**src/rtl/seu_arb_pkg.sv**
```systemverilog
// Shared types and helpers for the SEU event arbiter.
package seu_arb_pkg;

  // Output record holder state
  typedef enum logic {
    StEmpty = 1'b0,
    StFull  = 1'b1
  } out_state_e;

  // Width of a channel index for n groups (at least one bit)
  function automatic int unsigned ch_idx_w(input int unsigned n);
    return (n > 1) ? $clog2(n) : 1;
  endfunction

endpackage

```
**src/rtl/seu_arb_rr_arbiter.sv**
```systemverilog
// Round-robin winner selection: first set request at or after ptr_i, wrapping.
module rr_arbiter
  import seu_arb_pkg::*;
#(
  parameter int unsigned NCH = 4,
  parameter int unsigned IW  = ch_idx_w(NCH)
) (
  input  logic [NCH-1:0] req_i,
  input  logic [IW-1:0]  ptr_i,
  output logic           gnt_valid_o,
  output logic [IW-1:0]  gnt_idx_o,
  output logic [IW-1:0]  nxt_ptr_o
);

  // Scan from farthest offset down so the nearest request wins
  always_comb begin
    gnt_valid_o = 1'b0;
    gnt_idx_o   = '0;
    for (int k = NCH - 1; k >= 0; k--) begin
      int unsigned idx;
      idx = (int'(ptr_i) + k) % NCH;
      if (req_i[idx]) begin
        gnt_valid_o = 1'b1;
        gnt_idx_o   = IW'(idx);
      end
    end
  end

  // Pointer moves one past the winner
  always_comb begin
    nxt_ptr_o = (int'(gnt_idx_o) == NCH - 1) ? '0 : gnt_idx_o + 1'b1;
  end

endmodule

```
**src/rtl/seu_event_arbiter.sv**
```systemverilog
// Collects per-group SEU flags, arbitrates them round-robin into a one-deep
// valid/ready event record, and keeps a saturating SEU cycle count plus
// sticky per-group lost-event flags.
// Optional feature macro: SEU_TIMESTAMP_EN adds a grant-time timestamp (ev_ts_o).
module seu_event_arbiter
  import seu_arb_pkg::*;
#(
  parameter int unsigned NCH  = 4,
  parameter int unsigned CNTW = 8,
  parameter int unsigned TSW  = 16
) (
  input  logic                     clk,
  input  logic                     rst,
  input  logic [NCH-1:0]           err_i,
  input  logic                     cnt_clr_i,
  output logic                     ev_valid_o,
  input  logic                     ev_ready_i,
  output logic [ch_idx_w(NCH)-1:0] ev_ch_o,
`ifdef SEU_TIMESTAMP_EN
  output logic [TSW-1:0]           ev_ts_o,
`endif
  output logic [CNTW-1:0]          seu_count_o,
  output logic [NCH-1:0]           ovf_o,
  output logic                     busy_o
);

  localparam int unsigned IW = ch_idx_w(NCH);
  localparam logic [CNTW-1:0] CntMax = '1;

  out_state_e      state_q, state_d;
  logic [NCH-1:0]  pend_q, pend_d;
  logic [NCH-1:0]  ovf_q, ovf_d;
  logic [IW-1:0]   ch_q, ch_d;
  logic [IW-1:0]   rr_q, rr_d;
  logic [CNTW-1:0] cnt_q, cnt_d;

  logic            gnt_valid;
  logic [IW-1:0]   gnt_idx;
  logic [IW-1:0]   nxt_ptr;
  logic            grant;
  logic            handshake;
  logic [NCH-1:0]  clr_mask;

  rr_arbiter #(
    .NCH (NCH),
    .IW  (IW)
  ) u_rr_arbiter (
    .req_i       (pend_q),
    .ptr_i       (rr_q),
    .gnt_valid_o (gnt_valid),
    .gnt_idx_o   (gnt_idx),
    .nxt_ptr_o   (nxt_ptr)
  );

  assign ev_valid_o  = (state_q == StFull);
  assign handshake   = ev_valid_o && ev_ready_i;
  assign grant       = gnt_valid && ((state_q == StEmpty) || handshake);
  assign ev_ch_o     = ch_q;
  assign seu_count_o = cnt_q;
  assign ovf_o       = ovf_q;
  assign busy_o      = (|pend_q) || ev_valid_o;

  // Next-state: output FSM, pending set/clear, pointer, counter, overflow
  always_comb begin
    state_d  = state_q;
    ch_d     = ch_q;
    rr_d     = rr_q;
    clr_mask = '0;
    if (grant) begin
      state_d           = StFull;
      ch_d              = gnt_idx;
      rr_d              = nxt_ptr;
      clr_mask[gnt_idx] = 1'b1;
    end else if (handshake) begin
      state_d = StEmpty;
    end

    // A new error on the grant edge re-arms the bit, so nothing is dropped
    pend_d = (pend_q & ~clr_mask) | err_i;

    // Lost event: already pending and not being drained on this edge
    ovf_d = (cnt_clr_i ? '0 : ovf_q) | (err_i & pend_q & ~clr_mask);

    cnt_d = cnt_q;
    if (cnt_clr_i) begin
      cnt_d = {{(CNTW-1){1'b0}}, |err_i};
    end else if ((|err_i) && (cnt_q != CntMax)) begin
      cnt_d = cnt_q + 1'b1;
    end
  end

  // State registers with synchronous reset
  always_ff @(posedge clk) begin
    if (rst) begin
      state_q <= StEmpty;
      pend_q  <= '0;
      ovf_q   <= '0;
      ch_q    <= '0;
      rr_q    <= '0;
      cnt_q   <= '0;
    end else begin
      state_q <= state_d;
      pend_q  <= pend_d;
      ovf_q   <= ovf_d;
      ch_q    <= ch_d;
      rr_q    <= rr_d;
      cnt_q   <= cnt_d;
    end
  end

`ifdef SEU_TIMESTAMP_EN
  logic [TSW-1:0] ts_q;
  logic [TSW-1:0] ev_ts_q;

  // Free-running timestamp, captured into the record on each grant
  always_ff @(posedge clk) begin
    if (rst) begin
      ts_q    <= '0;
      ev_ts_q <= '0;
    end else begin
      ts_q <= ts_q + 1'b1;
      if (grant) begin
        ev_ts_q <= ts_q;
      end
    end
  end

  assign ev_ts_o = ev_ts_q;
`else
  logic unused_tsw;
  assign unused_tsw = (TSW > 0);
`endif

endmodule
```
**config.mk**
```make
export PLATFORM = sky130hd
export DESIGN_NAME = seu_event_arbiter
export DESIGN_NICKNAME = d
export VERILOG_FILES = /design/src/rtl/seu_arb_pkg.sv /design/src/rtl/seu_arb_rr_arbiter.sv /design/src/rtl/seu_event_arbiter.sv
export SDC_FILE = /design/constraint.sdc
export NUM_CORES = 1
export LEC_CHECK = 0
export BUFFER_PORTS_ARGS = -buffer_cell sky130_fd_sc_hd__buf_2
export CAP_MARGIN = 20
export CORE_MARGIN = 10
export CORE_UTILIZATION = 59
export CTS_BUF_LIST = sky130_fd_sc_hd__clkbuf_8
export DETAILED_ROUTE_END_ITERATION = 12
export PLACE_DENSITY = 0.95
export SLEW_MARGIN = 20
export SYNTH_ARGS = -nofsm -noshare
export SYNTH_HDL_FRONTEND = slang
export SYNTH_HIERARCHICAL = 1
export SYNTH_SLANG_ARGS = --single-unit
```
**constraint.sdc**
```tcl
create_clock -name clk -period 3 [get_ports clk]
set_input_delay 0.6 -clock clk [delete_from_list [all_inputs] [get_ports clk]]
set_output_delay 0.6 -clock clk [all_outputs]
set_load 0.01 [all_outputs]
```
==> flow_metrics.py <==
metrics = {
    "run_status": {
        "outcome": "finished, final reports clean",
    },
    "cells_and_area": {
        "layout.filler_cells": 140,
        "diode_count": 0,
        "layoutNonFillerInstCount": 173,
        "syn_to_final_growth_pct": 14.16,
        "post_route_cells_drive_above_1_share_pct": 22.30,
        "final_nets": 159,
    },
    "clock_network": {
        "clock_tree_from_tritoncts": "yes",
        "clock_tree.root_cell": "sky130_fd_sc_hd__clkbuf_8",
        "cts.hold.buffers_added": 0,
        "ctsHtreeMaxLevel": 1,
        "cts_made_buffers": 3,
        "cts_setup_buffers": 0,
        "worst_skew_pair.late_latency_ps": 260,
        "clkSlewWorstSetupHoldPaths_ps": 80,
        "cts_num_sinks": 21,
        "cts.path.max_buffers": 2,
        "cts_resized": 0,
    },
    "synthesis": {
        "dominant_register_cell_in_the_synthesized_netlist": "sky130_fd_sc_hd__dfxtp_1",
        "synthesis.area_um2": 1114,
        "synth_unique_cells": 42,
        "synth_nets": 138,
        "synth_edf_count": 0,
        "synth.largest_area_cell": "sky130_fd_sc_hd__dfxtp_1",
        "synth-warning-count": 6,
        "netlist_instances": 128,
        "ys_seq_area_share_pct": 37.75,
        "synth_top_cells_by_area": "sky130_fd_sc_hd__dfxtp_1 (38%), sky130_fd_sc_hd__a21oi_1 (4.0%), sky130_fd_sc_hd__nor3b_1 (3.4%)",
        "synth_top_cells_by_count": "sky130_fd_sc_hd__dfxtp_1 (21), sky130_fd_sc_hd__a21oi_1 (9), sky130_fd_sc_hd__nand2_1 (7), sky130_fd_sc_hd__nand3_1 (7), sky130_fd_sc_hd__nor2_1 (6)",
        "synth_top_area_share_pct": 37.75,
        "yosys.cell_count.top_type": "sky130_fd_sc_hd__dfxtp_1",
        "postSynth.asyncResetShare_pct": 0,
        "avgSynthCellArea_um2": 8.700,
        "ys_seq_elements": 21,
    },
    "critical_path": {
        "critical_path.endpoint_type": "register",
        "cp.arrival_ps": 1860,
        "worst_r2r_path_depth": 7,
        "timing.rr.start": "pend_q[3]$_SDFF_PP0_",
        "reg2reg_setup_slack_ps": 1390,
        "worst-setup-path-type": "in2reg",
        "critPathMaxFanout": 6,
        "r2r_end": "rr_q[0]$_SDFFE_PP0P_",
        "crit_required_ps": 3170,
        "cp-start-kind": "primary input",
    },
    "detailed_routing": {
        "route.vias.total": 1122,
        "wire_length_on_met1_um": 1250,
        "wl_per_cell_um": 16.84,
        "top_layer_used": "met4",
        "antenna_left": 0,
        "remaining_drc_errors": 0,
        "detailroute.wirelength.met2_um": 1367,
        "drt_iter0_markers": 117,
        "drt_pre_antenna_iters": 4,
        "route.met3.wl_um": 278,
        "avgViaCountPerCell": 6.486,
        "wl_um": 2913,
    },
    "floorplanning": {
        "top_level_port_count": 24,
        "die_area_um2": 4025,
        "fp.dieW_um": 63.45,
        "dieHeight_um": 63.45,
        "core.rowCount": 15,
        "initial_core_util_pct": 63.12,
        "design.core.area_um2": 1764,
    },
    "min_path": {
        "hp-start": "ev_ch_o[1]$_SDFFE_PP0P_",
        "hold_path_end": "ev_ch_o[1]$_SDFFE_PP0P_",
        "hold_path_depth": 2,
        "worstHoldPathType": "reg2reg",
    },
    "sta": {
        "setup-tns-final_ps": 0,
        "finalSetupViolations": 0,
        "final.setup_skew_ps": 1.584,
        "fmaxAchievable_ghz": 0.5910,
        "finalHoldViolCount": 0,
        "max_slew.worst_pin.slew_ps": 850.2,
        "relSlewSlack_pct": 42.80,
        "unrepaired_setup_endpoints_after_global_routing": "false",
        "min_period_over_period_pct": 56.40,
        "finalMaxSlewViolations": 0,
        "timing.final.crit_period_ps": 1692,
    },
    "power_and_ir_drop": {
        "power.static_leakage_nw": 0.5594,
        "power.density_cell_area_nw_per_um2": 528.8,
        "power.ir.vdd_worst_uv": 403.8,
    },
    "grt": {
        "first_global_vias": 1010,
        "global_route.usage.total_pct": 13.82,
        "grt_max_degree": 18,
        "grt_pass1_wl_um": 4705,
        "grt_overflow_total": 0,
        "number_of_antenna_violations_at_the_first_check_in_global_routing": 0,
    },
    "place": {
        "placed_cells_incl_taps": 169,
        "gp_congestion": 0.7928,
        "port_buffers": 23,
        "dp.final_hpwl_um": 2095,
    },
    "run": {
        "max-cap-violations": 0,
    },
}
-- cell usage in the layout (no fill, tap or decap), types with 4 or more instances in the layout --
cell type                  n
sky130_fd_sc_hd__a21oi_1   9
sky130_fd_sc_hd__and3_1    4
sky130_fd_sc_hd__buf_2    23
sky130_fd_sc_hd__dfxtp_1  21
sky130_fd_sc_hd__inv_1     5
sky130_fd_sc_hd__nand2_1   7
sky130_fd_sc_hd__nand3_1   7
sky130_fd_sc_hd__nand4_1   4
sky130_fd_sc_hd__nor2_1    6
sky130_fd_sc_hd__nor2b_1   5
sky130_fd_sc_hd__nor3_1    4
sky130_fd_sc_hd__nor3b_1   5
sky130_fd_sc_hd__o21ai_0   4
-- worst max-delay path by stage --
stage	from	end	slack, ps	cells after the start
3_3_place_gp	err_i[1]	seu_count_o[0]$_SDFFE_PP0P_	1150	4
3_5_place_dp	err_i[1]	seu_count_o[6]$_SDFFE_PP0P_	1030	4
4_1_cts	err_i[1]	seu_count_o[6]$_SDFFE_PP0P_	1360	4
5_1_grt	err_i[1]	seu_count_o[6]$_SDFFE_PP0P_	1280	4
6_report	err_i[1]	seu_count_o[6]$_SDFFE_PP0P_	1310	4
2_1_floorplan	err_i[1]	seu_count_o[3]$_SDFFE_PP0P_	1330	4
-- power breakdown --
| group | internal, mW | total [mW] | leakage, nW | switching [mW] |
|---|---|---|---|---|
| logic | 0.0662 | 0.155 | 0.361 | 0.0890 |
| clock network | 0.0924 | 0.184 | 0.0255 | 0.0917 |
| registers | 0.305 | 0.333 | 0.173 | 0.0279 |
-- flip-flops by register name, summed over array words and instances, names as in the netlist --
register,flops
ev_valid_o,1
rr_q,2
ovf_o,4
seu_count_o,8
pend_q,4
ev_ch_o,2
-- critical path, cell delays in order --
cell and delay (ps):
sky130_fd_sc_hd__buf_2 130, sky130_fd_sc_hd__nor4_1 750, sky130_fd_sc_hd__nor4b_1 120, sky130_fd_sc_hd__a211oi_1 270
-- cell families after synthesis --
group | count (synthesis) | share of synthesized area, %
AO/OA/AOI/OAI | 36 | 24.16
adder cells (fa/ha/maj) | 2 | 2.247
buffers and inverters | 12 | 4.830
flip-flops | 21 | 37.75
multiplexers | 2 | 1.798
AND/OR/NAND/NOR | 55 | 29.22
-- per-stage QoR --
stage	setup WS [ps]	power [mW]	util (%)	hold WS, ps	area [um2]
after CTS	1358	0.6692	72.06	485.4	1271
after global placement	1146	0.4813	69.43	461.3	1225
after global routing	1276	0.7052	72.06	520.5	1271
after floorplan	1325	0.4436	-	482.3	1114
after detailed placement	1028	0.4910	69.43	476.3	1225
final	1308	0.6722	72.06	484.9	1271
-- layer usage --
| layer | vias up | GRT usage [%] |
|---|---|---|
| li1 | 533 | - |
| met1 | 518 | 18.11 |
| met2 | 69 | 21.36 |
| met3 | 2 | 3.180 |
| met4 | 0 | 4.918 |
| met5 | - | 0 |
-- final cells by class --
class                   instances  area, um2  share of cell area (%)
inverters                       5      18.77                   1.476
well taps                      25      31.28                   2.461
flip-flops and latches         21      420.4                   33.07
clock buffers                   3      41.29                   3.248
repair buffers                 23      115.1                   9.055
multi-input cells              95      639.4                   50.30
clock inverters                 1      5.005                  0.3937
Note: power is estimated with default switching activity, not from simulation.
